==> src/rtl/mipsfpga_dma_regs_if.sv <==
// AHB-Lite slave-side bus bundle for the DMA descriptor register bank.
interface mipsfpga_dma_regs_if;
  logic        HSEL;
  logic [31:0] HADDR;
  logic [1:0]  HTRANS;
  logic        HWRITE;
  logic [2:0]  HSIZE;
  logic [31:0] HWDATA;
  logic        HREADY;
  logic [31:0] HRDATA;
  logic        HREADYOUT;
  logic        HRESP;

  modport master (
    output HSEL, HADDR, HTRANS, HWRITE, HSIZE, HWDATA, HREADY,
    input  HRDATA, HREADYOUT, HRESP
  );

  modport slave (
    input  HSEL, HADDR, HTRANS, HWRITE, HSIZE, HWDATA, HREADY,
    output HRDATA, HREADYOUT, HRESP
  );
endinterface

==> src/rtl/mipsfpga_dma_regs.sv <==
// DMA job descriptor / control / status registers on AHB-Lite, with the
// start handshake towards the DMA engine and the CPU completion interrupt.
module mipsfpga_dma_regs #(
  parameter int unsigned FIFO_DEPTH = 256
) (
  input  logic                      CPU_CLK,
  input  logic                      CPU_RESETn,
  mipsfpga_dma_regs_if.slave        ahb,
  output logic                      DMA_INTERRUPT,
  input  logic                      CLEAR_START,
  input  logic                      DMA_DONE,
  output logic                      DMA_IRQ
);
  localparam int unsigned DW = 32;
  localparam logic [2:0] OFF_SIZE   = 3'd0;
  localparam logic [2:0] OFF_SRC    = 3'd1;
  localparam logic [2:0] OFF_DST    = 3'd2;
  localparam logic [2:0] OFF_ED     = 3'd3;
  localparam logic [2:0] OFF_KEYHI  = 3'd4;
  localparam logic [2:0] OFF_KEYLO  = 3'd5;
  localparam logic [2:0] OFF_CTRL   = 3'd6;
  localparam logic [2:0] OFF_STATUS = 3'd7;

  typedef enum logic [1:0] {S_IDLE, S_PENDING, S_BUSY} state_t;

  state_t          r_state, w_next;
  logic            r_valid, r_write;
  logic [2:0]      r_addr;
  logic [DW-1:0]   r_size, r_src, r_dst, r_keyhi, r_keylo;
  logic [1:0]      r_ed;
  logic            r_irq_en, r_done, r_err, r_dma_int, r_irq;
  logic [DW-1:0]   w_rdata;
  logic            w_accept, w_wr, w_wr_desc, w_wr_err, w_status_wr;
  logic            w_start_req, w_desc_ok, w_start_ok, w_start_err, w_done_set;
  logic            w_unused;

  assign w_accept    = ahb.HSEL & ahb.HTRANS[1] & ahb.HREADY;
  assign w_wr        = r_valid & r_write;
  assign w_wr_desc   = w_wr & (r_addr <= OFF_KEYLO);
  assign w_wr_err    = w_wr_desc & (r_state != S_IDLE);
  assign w_status_wr = w_wr & (r_addr == OFF_STATUS);
  assign w_start_req = w_wr & (r_addr == OFF_CTRL) & ahb.HWDATA[0];
  // DES works on 64-bit pairs, so an encrypt/decrypt job needs an even word count
  assign w_desc_ok   = (r_size != '0) & ~((r_ed != 2'b00) & r_size[0]);
  assign w_unused    = ^{ahb.HSIZE, ahb.HADDR[31:5], ahb.HADDR[1:0]};

  // Address phase capture
  always_ff @(posedge CPU_CLK or negedge CPU_RESETn) begin
    if (!CPU_RESETn) begin
      r_valid <= 1'b0;
      r_write <= 1'b0;
      r_addr  <= '0;
    end else begin
      r_valid <= w_accept;
      if (w_accept) begin
        r_addr  <= ahb.HADDR[4:2];
        r_write <= ahb.HWRITE;
      end
    end
  end

  always_ff @(posedge CPU_CLK or negedge CPU_RESETn) begin
    if (!CPU_RESETn) r_state <= S_IDLE;
    else             r_state <= w_next;
  end

  always_comb begin
    w_next      = r_state;
    w_start_ok  = 1'b0;
    w_start_err = 1'b0;
    w_done_set  = 1'b0;
    case (r_state)
      S_IDLE: begin
        if (w_start_req) begin
          if (w_desc_ok) begin
            w_next     = S_PENDING;
            w_start_ok = 1'b1;
          end else begin
            w_start_err = 1'b1;
          end
        end
      end
      S_PENDING: begin
        w_start_err = w_start_req;
        if (CLEAR_START) w_next = S_BUSY;
      end
      S_BUSY: begin
        w_start_err = w_start_req;
        if (DMA_DONE) begin
          w_next     = S_IDLE;
          w_done_set = 1'b1;
        end
      end
      default: w_next = S_IDLE;
    endcase
  end

  // Descriptor is frozen while the engine owns it
  always_ff @(posedge CPU_CLK or negedge CPU_RESETn) begin
    if (!CPU_RESETn) begin
      r_size  <= '0;
      r_src   <= '0;
      r_dst   <= '0;
      r_ed    <= '0;
      r_keyhi <= '0;
      r_keylo <= '0;
    end else if (w_wr_desc && (r_state == S_IDLE)) begin
      case (r_addr)
        OFF_SIZE:  r_size  <= (ahb.HWDATA > DW'(FIFO_DEPTH)) ? DW'(FIFO_DEPTH) : ahb.HWDATA;
        OFF_SRC:   r_src   <= ahb.HWDATA;
        OFF_DST:   r_dst   <= ahb.HWDATA;
        OFF_ED:    r_ed    <= ahb.HWDATA[1:0];
        OFF_KEYHI: r_keyhi <= ahb.HWDATA;
        OFF_KEYLO: r_keylo <= ahb.HWDATA;
        default:   ;
      endcase
    end
  end

  // Control/status; set events take priority over write-1-to-clear
  always_ff @(posedge CPU_CLK or negedge CPU_RESETn) begin
    if (!CPU_RESETn) begin
      r_irq_en  <= 1'b0;
      r_done    <= 1'b0;
      r_err     <= 1'b0;
      r_dma_int <= 1'b0;
      r_irq     <= 1'b0;
    end else begin
      if (w_wr && (r_addr == OFF_CTRL)) r_irq_en <= ahb.HWDATA[1];
      r_done    <= w_done_set | (r_done & ~(w_status_wr & ahb.HWDATA[2]) & ~w_start_ok);
      r_err     <= w_start_err | w_wr_err | (r_err & ~(w_status_wr & ahb.HWDATA[3]));
      r_dma_int <= (w_next == S_PENDING);
      r_irq     <= r_done & r_irq_en;
    end
  end

  always_comb begin
    w_rdata = '0;
    if (r_valid && !r_write) begin
      case (r_addr)
        OFF_SIZE:   w_rdata = r_size;
        OFF_SRC:    w_rdata = r_src;
        OFF_DST:    w_rdata = r_dst;
        OFF_ED:     w_rdata = DW'(r_ed);
        OFF_KEYHI:  w_rdata = r_keyhi;
        OFF_KEYLO:  w_rdata = r_keylo;
        OFF_CTRL:   w_rdata = DW'({r_irq_en, 1'b0});
        OFF_STATUS: w_rdata = DW'({r_err, r_done, r_state == S_BUSY, r_state == S_PENDING});
        default:    w_rdata = '0;
      endcase
    end
  end

  assign ahb.HRDATA    = w_rdata;
  assign ahb.HREADYOUT = 1'b1;
  assign ahb.HRESP     = 1'b0;
  assign DMA_INTERRUPT = r_dma_int;
  assign DMA_IRQ       = r_irq;
endmodule

==> src/flat_wrapper.sv <==
// flat-port wrapper written by rule: the top's interface ports become plain ports
module mipsfpga_dma_regs_flat 
#(
  parameter int unsigned FIFO_DEPTH = 256
)
  (CPU_CLK, CPU_RESETn, DMA_INTERRUPT, CLEAR_START, DMA_DONE, DMA_IRQ, ahb_HSEL, ahb_HADDR, ahb_HTRANS, ahb_HWRITE, ahb_HSIZE, ahb_HWDATA, ahb_HREADY, ahb_HRDATA, ahb_HREADYOUT, ahb_HRESP);
  mipsfpga_dma_regs_if ahb_i ();
  input  logic CPU_CLK;
  input  logic CPU_RESETn;
  output logic DMA_INTERRUPT;
  input  logic CLEAR_START;
  input  logic DMA_DONE;
  output logic DMA_IRQ;
  input wire logic [$bits(ahb_i.HSEL)-1:0] ahb_HSEL;
  input wire logic [$bits(ahb_i.HADDR)-1:0] ahb_HADDR;
  input wire logic [$bits(ahb_i.HTRANS)-1:0] ahb_HTRANS;
  input wire logic [$bits(ahb_i.HWRITE)-1:0] ahb_HWRITE;
  input wire logic [$bits(ahb_i.HSIZE)-1:0] ahb_HSIZE;
  input wire logic [$bits(ahb_i.HWDATA)-1:0] ahb_HWDATA;
  input wire logic [$bits(ahb_i.HREADY)-1:0] ahb_HREADY;
  output wire logic [$bits(ahb_i.HRDATA)-1:0] ahb_HRDATA;
  output wire logic [$bits(ahb_i.HREADYOUT)-1:0] ahb_HREADYOUT;
  output wire logic [$bits(ahb_i.HRESP)-1:0] ahb_HRESP;
  assign ahb_i.HSEL = ahb_HSEL;
  assign ahb_i.HADDR = ahb_HADDR;
  assign ahb_i.HTRANS = ahb_HTRANS;
  assign ahb_i.HWRITE = ahb_HWRITE;
  assign ahb_i.HSIZE = ahb_HSIZE;
  assign ahb_i.HWDATA = ahb_HWDATA;
  assign ahb_i.HREADY = ahb_HREADY;
  assign ahb_HRDATA = ahb_i.HRDATA;
  assign ahb_HREADYOUT = ahb_i.HREADYOUT;
  assign ahb_HRESP = ahb_i.HRESP;
  mipsfpga_dma_regs #(.FIFO_DEPTH(FIFO_DEPTH)) u_core (.CPU_CLK(CPU_CLK), .CPU_RESETn(CPU_RESETn), .ahb(ahb_i), .DMA_INTERRUPT(DMA_INTERRUPT), .CLEAR_START(CLEAR_START), .DMA_DONE(DMA_DONE), .DMA_IRQ(DMA_IRQ));
endmodule
==> config.mk <==
export PLATFORM = sky130hd
export DESIGN_NAME = mipsfpga_dma_regs_flat
export DESIGN_NICKNAME = d
export VERILOG_FILES = /design/src/rtl/mipsfpga_dma_regs_if.sv /design/src/rtl/mipsfpga_dma_regs.sv /design/src/flat_wrapper.sv
export SDC_FILE = /design/constraint.sdc
export NUM_CORES = 1
export LEC_CHECK = 0
export BUFFER_PORTS_ARGS = -buffer_cell sky130_fd_sc_hd__buf_2
export CAP_MARGIN = 20
export CELL_PAD_IN_SITES_DETAIL_PLACEMENT = 0
export CELL_PAD_IN_SITES_GLOBAL_PLACEMENT = 1
export CORE_ASPECT_RATIO = 0.8
export CORE_MARGIN = 10
export CORE_UTILIZATION = 50
export DETAILED_ROUTE_END_ITERATION = 6
export GPL_TIMING_DRIVEN = 0
export PLACE_DENSITY = 0.83
export SKIP_CTS_REPAIR_TIMING = 1
export SLEW_MARGIN = 40
export SYNTH_ARGS = -nofsm -noshare
export SYNTH_HDL_FRONTEND = slang
export SYNTH_SLANG_ARGS = --single-unit
export TNS_END_PERCENT = 100
==> constraint.sdc <==
create_clock -name CPU_CLK -period 3.5 [get_ports CPU_CLK]
set_input_delay 0.35 -clock CPU_CLK [delete_from_list [all_inputs] [get_ports CPU_CLK]]
set_output_delay 0.35 -clock CPU_CLK [all_outputs]
set_load 0.1 [all_outputs]
==> results of run 1 <==
[synthesized netlist by cell type, types with 2 or more instances]
cell	instances	area, µm²
nand3_1	3	15.0
mux2i_1	32	320
nor2_1	44	165
mux2_2	103	1160
nor2b_1	32	200
conb_1	2	7.51
mux2_4	26	390
buf_6	3	33.8
a22o_1	8	70.1
or3_1	2	12.5
o21ai_0	96	480
nand4_1	3	18.8
nand3b_1	3	22.5
nand2_1	10	37.5
nor3b_1	3	22.5
a31oi_1	2	12.5
buf_4	6	45.0
buf_2	16	80.1
nor4_4	2	42.5
a21oi_1	10	50.1
a211oi_1	2	15.0
and2_1	25	156
o22ai_1	31	194
ha_1	4	50.1
clkbuf_1	25	93.8
dfrtp_1	174	4350
a22oi_1	2	15.0
inv_1	36	135
nor4_1	15	93.8
buf_12	2	40.0
mux2_1	6	67.6
o21a_1	2	15.0
[sequential cells by signal, summed over array words and instances (netlist names), 2 cells and up]
| name | cells |
|---|---|
| u_core.r_dst | 32 |
| u_core.r_src | 32 |
| u_core.r_size | 32 |
| u_core.r_ed | 2 |
| u_core.r_keylo | 32 |
| u_core.r_state | 2 |
| u_core.r_addr | 3 |
| u_core.r_keyhi | 32 |
[stage by stage]
stage	instance area, µm²	worst slack [ns]	instances	hold slack (ns)
after global placement	9150	-0.505	1035	0.465
after detailed placement	9210	0.716	1037	0.242
after floorplan	8490	0.505	739	0.0544
after CTS	9820	0.231	1069	-0.218
after global routing	9830	0.124	1070	0.150
final	9830	0.238	1070	0.156
[worst paths after layout]
kind | startpoint | to
worst min register to register | u_core.r_dst[6] | u_core.r_dst[6]
worst min-delay path | ahb_HWRITE | u_core.r_write
min in group asynchronous | CPU_RESETn | u_core.DMA_IRQ
max in group asynchronous | CPU_RESETn | u_core.r_src[7]
worst max register to register | u_core.r_state[0] | u_core.r_keylo[14]
worst max-delay path | u_core.r_addr[1] | ahb_HRDATA[3]
[logic make-up after synthesis]
| group | after synthesis | share of synthesized area, % |
|---|---|---|
| buffers and inverters | 89 | 5.09 |
| adder cells (fa/ha/maj) | 4 | 0.590 |
| flip-flops | 174 | 51.3 |
| other | 2 | 0.0885 |
| AO/OA/AOI/OAI | 156 | 10.4 |
| multiplexers | 167 | 22.8 |
| AND/OR/NAND/NOR | 147 | 9.69 |
[critical path: stages (launching register included)]
cell,delay [ns]
dfrtp_1,0.59
buf_2,0.33
buf_2,0.34
clkbuf_1,0.42
nor2_1,0.11
a211oi_2,0.22
buf_2,0.46
[final cells by class]
class / count / share of cell area [%]
multi-input cells: 476 / 37.7
well taps: 220 / 2.80
plain buffers: 52 / 2.98
clock inverters: 9 / 1.32
flip-flops and latches: 174 / 44.3
inverters: 37 / 1.41
repair buffers: 79 / 4.63
clock buffers: 23 / 4.86
[per-layer routing]
layer | global-route usage, % | wire length [µm] | vias up
met1 | 26.8 | 10500 | 3099
met5 | 0 | 0 | -
met3 | 5.36 | 1460 | 26
met4 | 5.16 | 278 | 0
met2 | 29.8 | 9630 | 212
li1 | - | - | 2780
[power groups by stage]
stage | Sequential (mW) | Clock [mW] | Combinational, mW
floorplan | 2.74 | 0 | 1.23
global placement | 2.76 | 0 | 1.58
detailed placement | 2.80 | 0 | 1.64
CTS | 2.76 | 1.99 | 1.64
global route | 2.82 | 2.08 | 1.80
finish | 2.77 | 1.96 | 1.64
==> metrics.md, run 1 <==
| Metric | Value |
|---|---|
| Status | `complete, no violations` |
| Fmax | `approximately 310 MHz` |
| Clock transition at path regs | `0.06 ns` |
| Final hold vios | `0` |
| Commonest non-fill, non-tap cell in the layout | `dfrtp_1` |
| GRT Total Usage | `roughly a fifth` |
| Critical path capture point type | `primary output` |
| Vias | `approximately 6,000` |
| ANT cells | `0` |
| PwrDens | `approximately 650 mW/mm²` |
| Worst slew pin tran | `between 0.7 and 0.8 ns` |
| Mean number of vias per cell | `5.72` |
| I/O Pins | `112` |
| Storage cell area | `~0.0044 mm²` |
| Critical path peak fanout | `10` |
| Number of synthesized flops with an enable pin | `0` |
| Setup TNS | `0 ns` |
| Initial Utilization | `51.1%` |
| CTS tree | `done` |
| Core Region | `~0.017 mm²` |
| Logic pwr share | `25.8%` |
| Vias in the first global route | `approximately 6,400` |
| Max rail drop VDD | `0.000335 V` |
| Row count | `42` |
| HP Class | `input port to flop` |
| Final net count | `between 900 and 1,000` |
| First-pass GRT wire length | `between 30,000 and 40,000 µm` |
| Number of H-tree levels | `4` |
| Data arrival, critical path | `2.91 ns` |
| R2R depth | `7` |
| Pint | `4.44 mW` |
| Clock root buffer master | `clkbuf_16` |
| Die width | `166 µm` |
| Required time of the critical path | `between 3 and 4 ns` |
| Avg WL per Cell | `20.5 µm` |
| CP Class | `flop to primary output` |
| RSZ-0062 raised after global routing | `false` |
| Fillers | `1,381` |
| Remaining Overflow, GRT | `0` |
| Sequential power share | `43.5%` |
| Avg Cell Area, Syn | `11.5 µm²` |
| Full die area | `between 0.02 and 0.025 mm²` |
| Hold Path Depth | `2` |
| Synth warnings | `0` |
| Routed wire length | `21,900 µm` |
| Fin Clk Skew | `between 0.01 and 0.015 ns` |
| Worst slew margin | `47.2%` |
| Mapped Area | `0.00848 mm²` |
| Final slew viol count | `0` |
| Multi-input logic area | `roughly 0.0037 mm²` |
| Sequential area share after synthesis | `51.3%` |
| Final Power | `6.37 mW` |
| P_sw | `1.93 mW` |
| Seq cells post-synth | `174` |
| Skew-Pair Late Insertion Delay | `0.44 ns` |
| Detailed Routing Iterations Pass 1 | `5` |
| Proportion of layout cells with a drive suffix above 1 | `31.9%` |
| Largest net degree at the start of global routing | `76` |
| Final core utilization | `slightly below 60%` |
| Most frequent cells in the layout | `dfrtp_1 (174), mux2_2 (103), o21ai_0 (96)` |
| Clock period minus worst slack | `3.26 ns` |
| DRC Markers | `0` |
| Syn nets | `a little over 800` |
| Clock Power Share | `30.7%` |
| Period Utilization, post-route | `93.2%` |
| Reg2Reg Setup Slack | `1.27 ns` |
| Initial antenna violation count | `0` |
| Switching portion of total power | `between 30% and 40%` |
| Gate Count Post-Synth | `739` |
| Die height | `136 µm` |
| Area growth, synth to finish | `15.9%` |
| Gp weighted congestion | `0.838` |
| Ys async rst share | `100%` |
| Final HPWL DP | `15,400 µm` |
| Startpoint types | `flop` |
| Endpoints failing setup | `0` |
| Max-Cap Viols | `0` |
| Iter 0 DRT Violations | `470` |
| Synth cell types | `41` |
| Clock net sink count | `174` |
| Clock buffer depth | `2` |
| Most used flip-flop cell after synthesis | `dfrtp_1` |
| Leakage | `4.82 nW` |
| Antenna viol nets, final | `0` |
| IO buf count | `76` |
| CTS Buf Count | `17` |
(Power assumes the default switching activity.)
==> run 2, diff against run 1 <==
--- a/config.mk
+++ b/config.mk
@@ -12,11 +12,12 @@
 export CORE_ASPECT_RATIO = 0.8
 export CORE_MARGIN = 10
 export CORE_UTILIZATION = 50
+export CTS_BUF_LIST = sky130_fd_sc_hd__clkbuf_4 sky130_fd_sc_hd__clkbuf_8 sky130_fd_sc_hd__clkbuf_16
 export DETAILED_ROUTE_END_ITERATION = 6
 export GPL_TIMING_DRIVEN = 0
 export PLACE_DENSITY = 0.83
 export SKIP_CTS_REPAIR_TIMING = 1
-export SLEW_MARGIN = 40
+export SLEW_MARGIN = 30
 export SYNTH_ARGS = -nofsm -noshare
 export SYNTH_HDL_FRONTEND = slang
 export SYNTH_SLANG_ARGS = --single-unit
==> run 2 against run 1 <==
Sequential power barely moved. Critical path depth did not move. Maximum frequency grew 0.15%. Total power is 0.45% higher. Clock skew shrank 0.0035 ns. Global-route usage about the same. Sequential share of layout area shrank 0.051 points. Core utilization up 0.068 points. First-iteration DRC count grew 9.1%. Highest routed layer unchanged.
==> metrics.md, run 2 (same netlist as run 1, synthesis figures left out) <==
| Metric | Value |
|---|---|
| Status | `complete, no violations` |
| Vias in the first global route | `6,399 (+0.13%)` |
| Final HPWL DP | `15,400 µm (unchanged)` |
| Leakage | `4.83 nW (+0.21%)` |
| Worst slew margin | `44.3% (-3.0 points)` |
| R2R depth | `7 (unchanged)` |
| Biggest cell delay along the critical path | `0.58 ns (about the same)` |
| Clock buffer depth | `2 (unchanged)` |
| Max rail drop VDD | `0.000339 V (+1.3%)` |
| Clock period minus worst slack | `3.26 ns (-0.00478 ns)` |
| Slowest stage cell, crit path | `dfrtp_1` |
| CTS tree | `done` |
| Initial Utilization | `51.1% (unchanged)` |
| Mean number of vias per cell | `5.74 (+0.44%)` |
| CTS Buf Count | `17 (unchanged)` |
| ANT cells | `0 (unchanged)` |
| Vias | `6,144 (+0.44%)` |
| Setup crit start | `u_core.r_addr[1]` |
| Clock root buffer master | `clkbuf_16` |
| Pint | `4.46 mW (+0.52%)` |
| Iter 0 DRT Violations | `513 (+9.1%)` |
| Crit path max-delay family | `buffers and inverters` |
| Core Region | `0.0166 mm² (unchanged)` |
| HP Class | `input port to flop` |
| IO buf count | `76 (unchanged)` |
| DRC Markers | `0 (unchanged)` |
| Gp weighted congestion | `0.838 (unchanged)` |
| Period Utilization, post-route | `93.1% (-0.14 points)` |
| Detailed Routing Iterations Pass 1 | `5 (unchanged)` |
| Final net count | `917 (unchanged)` |
| Remaining Overflow, GRT | `0 (unchanged)` |
| FF-to-FF End | `u_core.r_keylo[4]` |
| Proportion of layout cells with a drive suffix above 1 | `32.2% (+0.35 points)` |
| Number of H-tree levels | `4 (unchanged)` |
| Data arrival, critical path | `2.91 ns (about the same)` |
| Initial antenna violation count | `0 (unchanged)` |
| Post-DP Area | `0.00921 mm² (unchanged)` |
| RSZ-0062 raised after global routing | `false` |
| Critical path peak fanout | `10 (unchanged)` |
| Worst slew pin tran | `0.828 ns (+0.0444 ns)` |
| CP Cell Sequence | `buf_2 > buf_2 > clkbuf_1 > nor2_1 > a211oi_2 > buf_2` |
| Commonest non-fill, non-tap cell in the layout | `dfrtp_1` |
| First-pass GRT wire length | `35,100 µm (about the same)` |
| Logic pwr share | `25.7% (about the same)` |
| Max-Cap Viols | `0 (unchanged)` |
| Die height | `136 µm (unchanged)` |
| Endpoints failing setup | `0 (unchanged)` |
| P_sw | `1.94 mW (+0.29%)` |
| Most frequent cells in the layout | `dfrtp_1 (174), mux2_2 (103), o21ai_0 (96)` |
| Cell mode on critical path | `buf_2` |
| Reg2Reg Setup Slack | `1.27 ns (about the same)` |
| Avg WL per Cell | `20.5 µm (about the same)` |
| Row count | `42 (unchanged)` |
| GRT Total Usage | `19.4% (-0.037 points)` |
| Die width | `166 µm (unchanged)` |
| Switching portion of total power | `30.3% (-0.050 points)` |
| Startpoint types | `flop` |
| Critical Path End | `ahb_HRDATA[3]` |
| Antenna viol nets, final | `0 (unchanged)` |
| Fmax | `307 MHz (+0.15%)` |
| Crit. path cell count | `6 (unchanged)` |
| Required time of the critical path | `3.15 ns (about the same)` |
| Min Hold Slack | `0.154 ns (-0.00172 ns)` |
| I/O Pins | `112 (unchanged)` |
| Area growth, synth to finish | `16.0%` |
| Clock transition at path regs | `0.06 ns (about the same)` |
| Sequential power share | `43.3% (-0.2 points)` |
| Routed wire length | `21,900 µm (about the same)` |
| Largest net degree at the start of global routing | `76 (unchanged)` |
| Clock Power Share | `31.1% (+0.4 points)` |
| Full die area | `0.0226 mm² (unchanged)` |
| Final Power | `6.40 mW (+0.45%)` |
| Final instance area | `0.00984 mm² (+0.11%)` |
| Skew-Pair Late Insertion Delay | `0.44 ns (about the same)` |
| Final hold vios | `0 (unchanged)` |
| CP Buf/Inv Count | `4 (unchanged)` |
| Fin Clk Skew | `0.0114 ns (-0.00355 ns)` |
| Critical path capture point type | `primary output` |
| Clock net sink count | `174 (unchanged)` |
| Final slew viol count | `0 (unchanged)` |
| CP Class | `flop to primary output` |
| Reg2reg start | `u_core.r_state[0]` |
| PwrDens | `650 mW/mm² (+0.34%)` |
run 2: changes by cell type in the layout (fill, tap and decap cells not counted):
cell      delta
clkbuf_1     -3
clkbuf_4     +3
run 2: power by group through the flow:
stage	Sequential, mW	Combinational, mW	Clock (mW)
2_1_floorplan	2.74	1.23	0
3_3_place_gp	2.76	1.58	0
3_5_place_dp	2.80	1.64	0
4_1_cts	2.76	1.64	2.02
5_1_grt	2.82	1.80	2.10
6_report	2.77	1.64	1.99
run 2: layout make-up:
| class | instances | area (µm²) |
|---|---|---|
| clock inverters | 9 | 130 |
| repair buffers | 79 | 455 |
| multi-input cells | 476 | 3710 |
| well taps | 220 | 275 |
| clock buffers | 23 | 489 |
| flip-flops and latches | 174 | 4350 |
| fillers | 1375 | 6760 |
| inverters | 37 | 139 |
| plain buffers | 52 | 293 |
run 2: worst min path at each step:
stage	startpoint	end	slack, ns	cells after the start
2_1_floorplan	CPU_RESETn	u_core.DMA_INTERRUPT	0.05	0
3_3_place_gp	u_core.r_src[8]	u_core.r_src[8]	0.47	2
3_5_place_dp	CPU_RESETn	u_core.DMA_IRQ	0.24	1
4_1_cts	CPU_RESETn	u_core.DMA_IRQ	-0.21	1
5_1_grt	ahb_HADDR[2]	u_core.r_addr[0]	0.15	2
6_report	ahb_HWRITE	u_core.r_write	0.15	2
run 2: per-stage QoR:
step	TNS, ns	instances	setup slack (ns)	util [%]
2_1_floorplan	0	739	0.505	-
3_3_place_gp	-85.57	1035	-0.505	55.1
3_5_place_dp	0	1037	0.716	55.5
4_1_cts	0	1069	0.236	59.2
5_1_grt	0	1070	0.125	59.3
6_report	0	1070	0.243	59.3
run 2: metal layers:
layer	up-vias	global-route usage (%)	wire length [µm]
li1	2784	-	-
met1	3130	26.7	10600
met2	206	29.8	9670
met3	24	5.36	1400
met4	0	5.01	272
met5	-	0	0
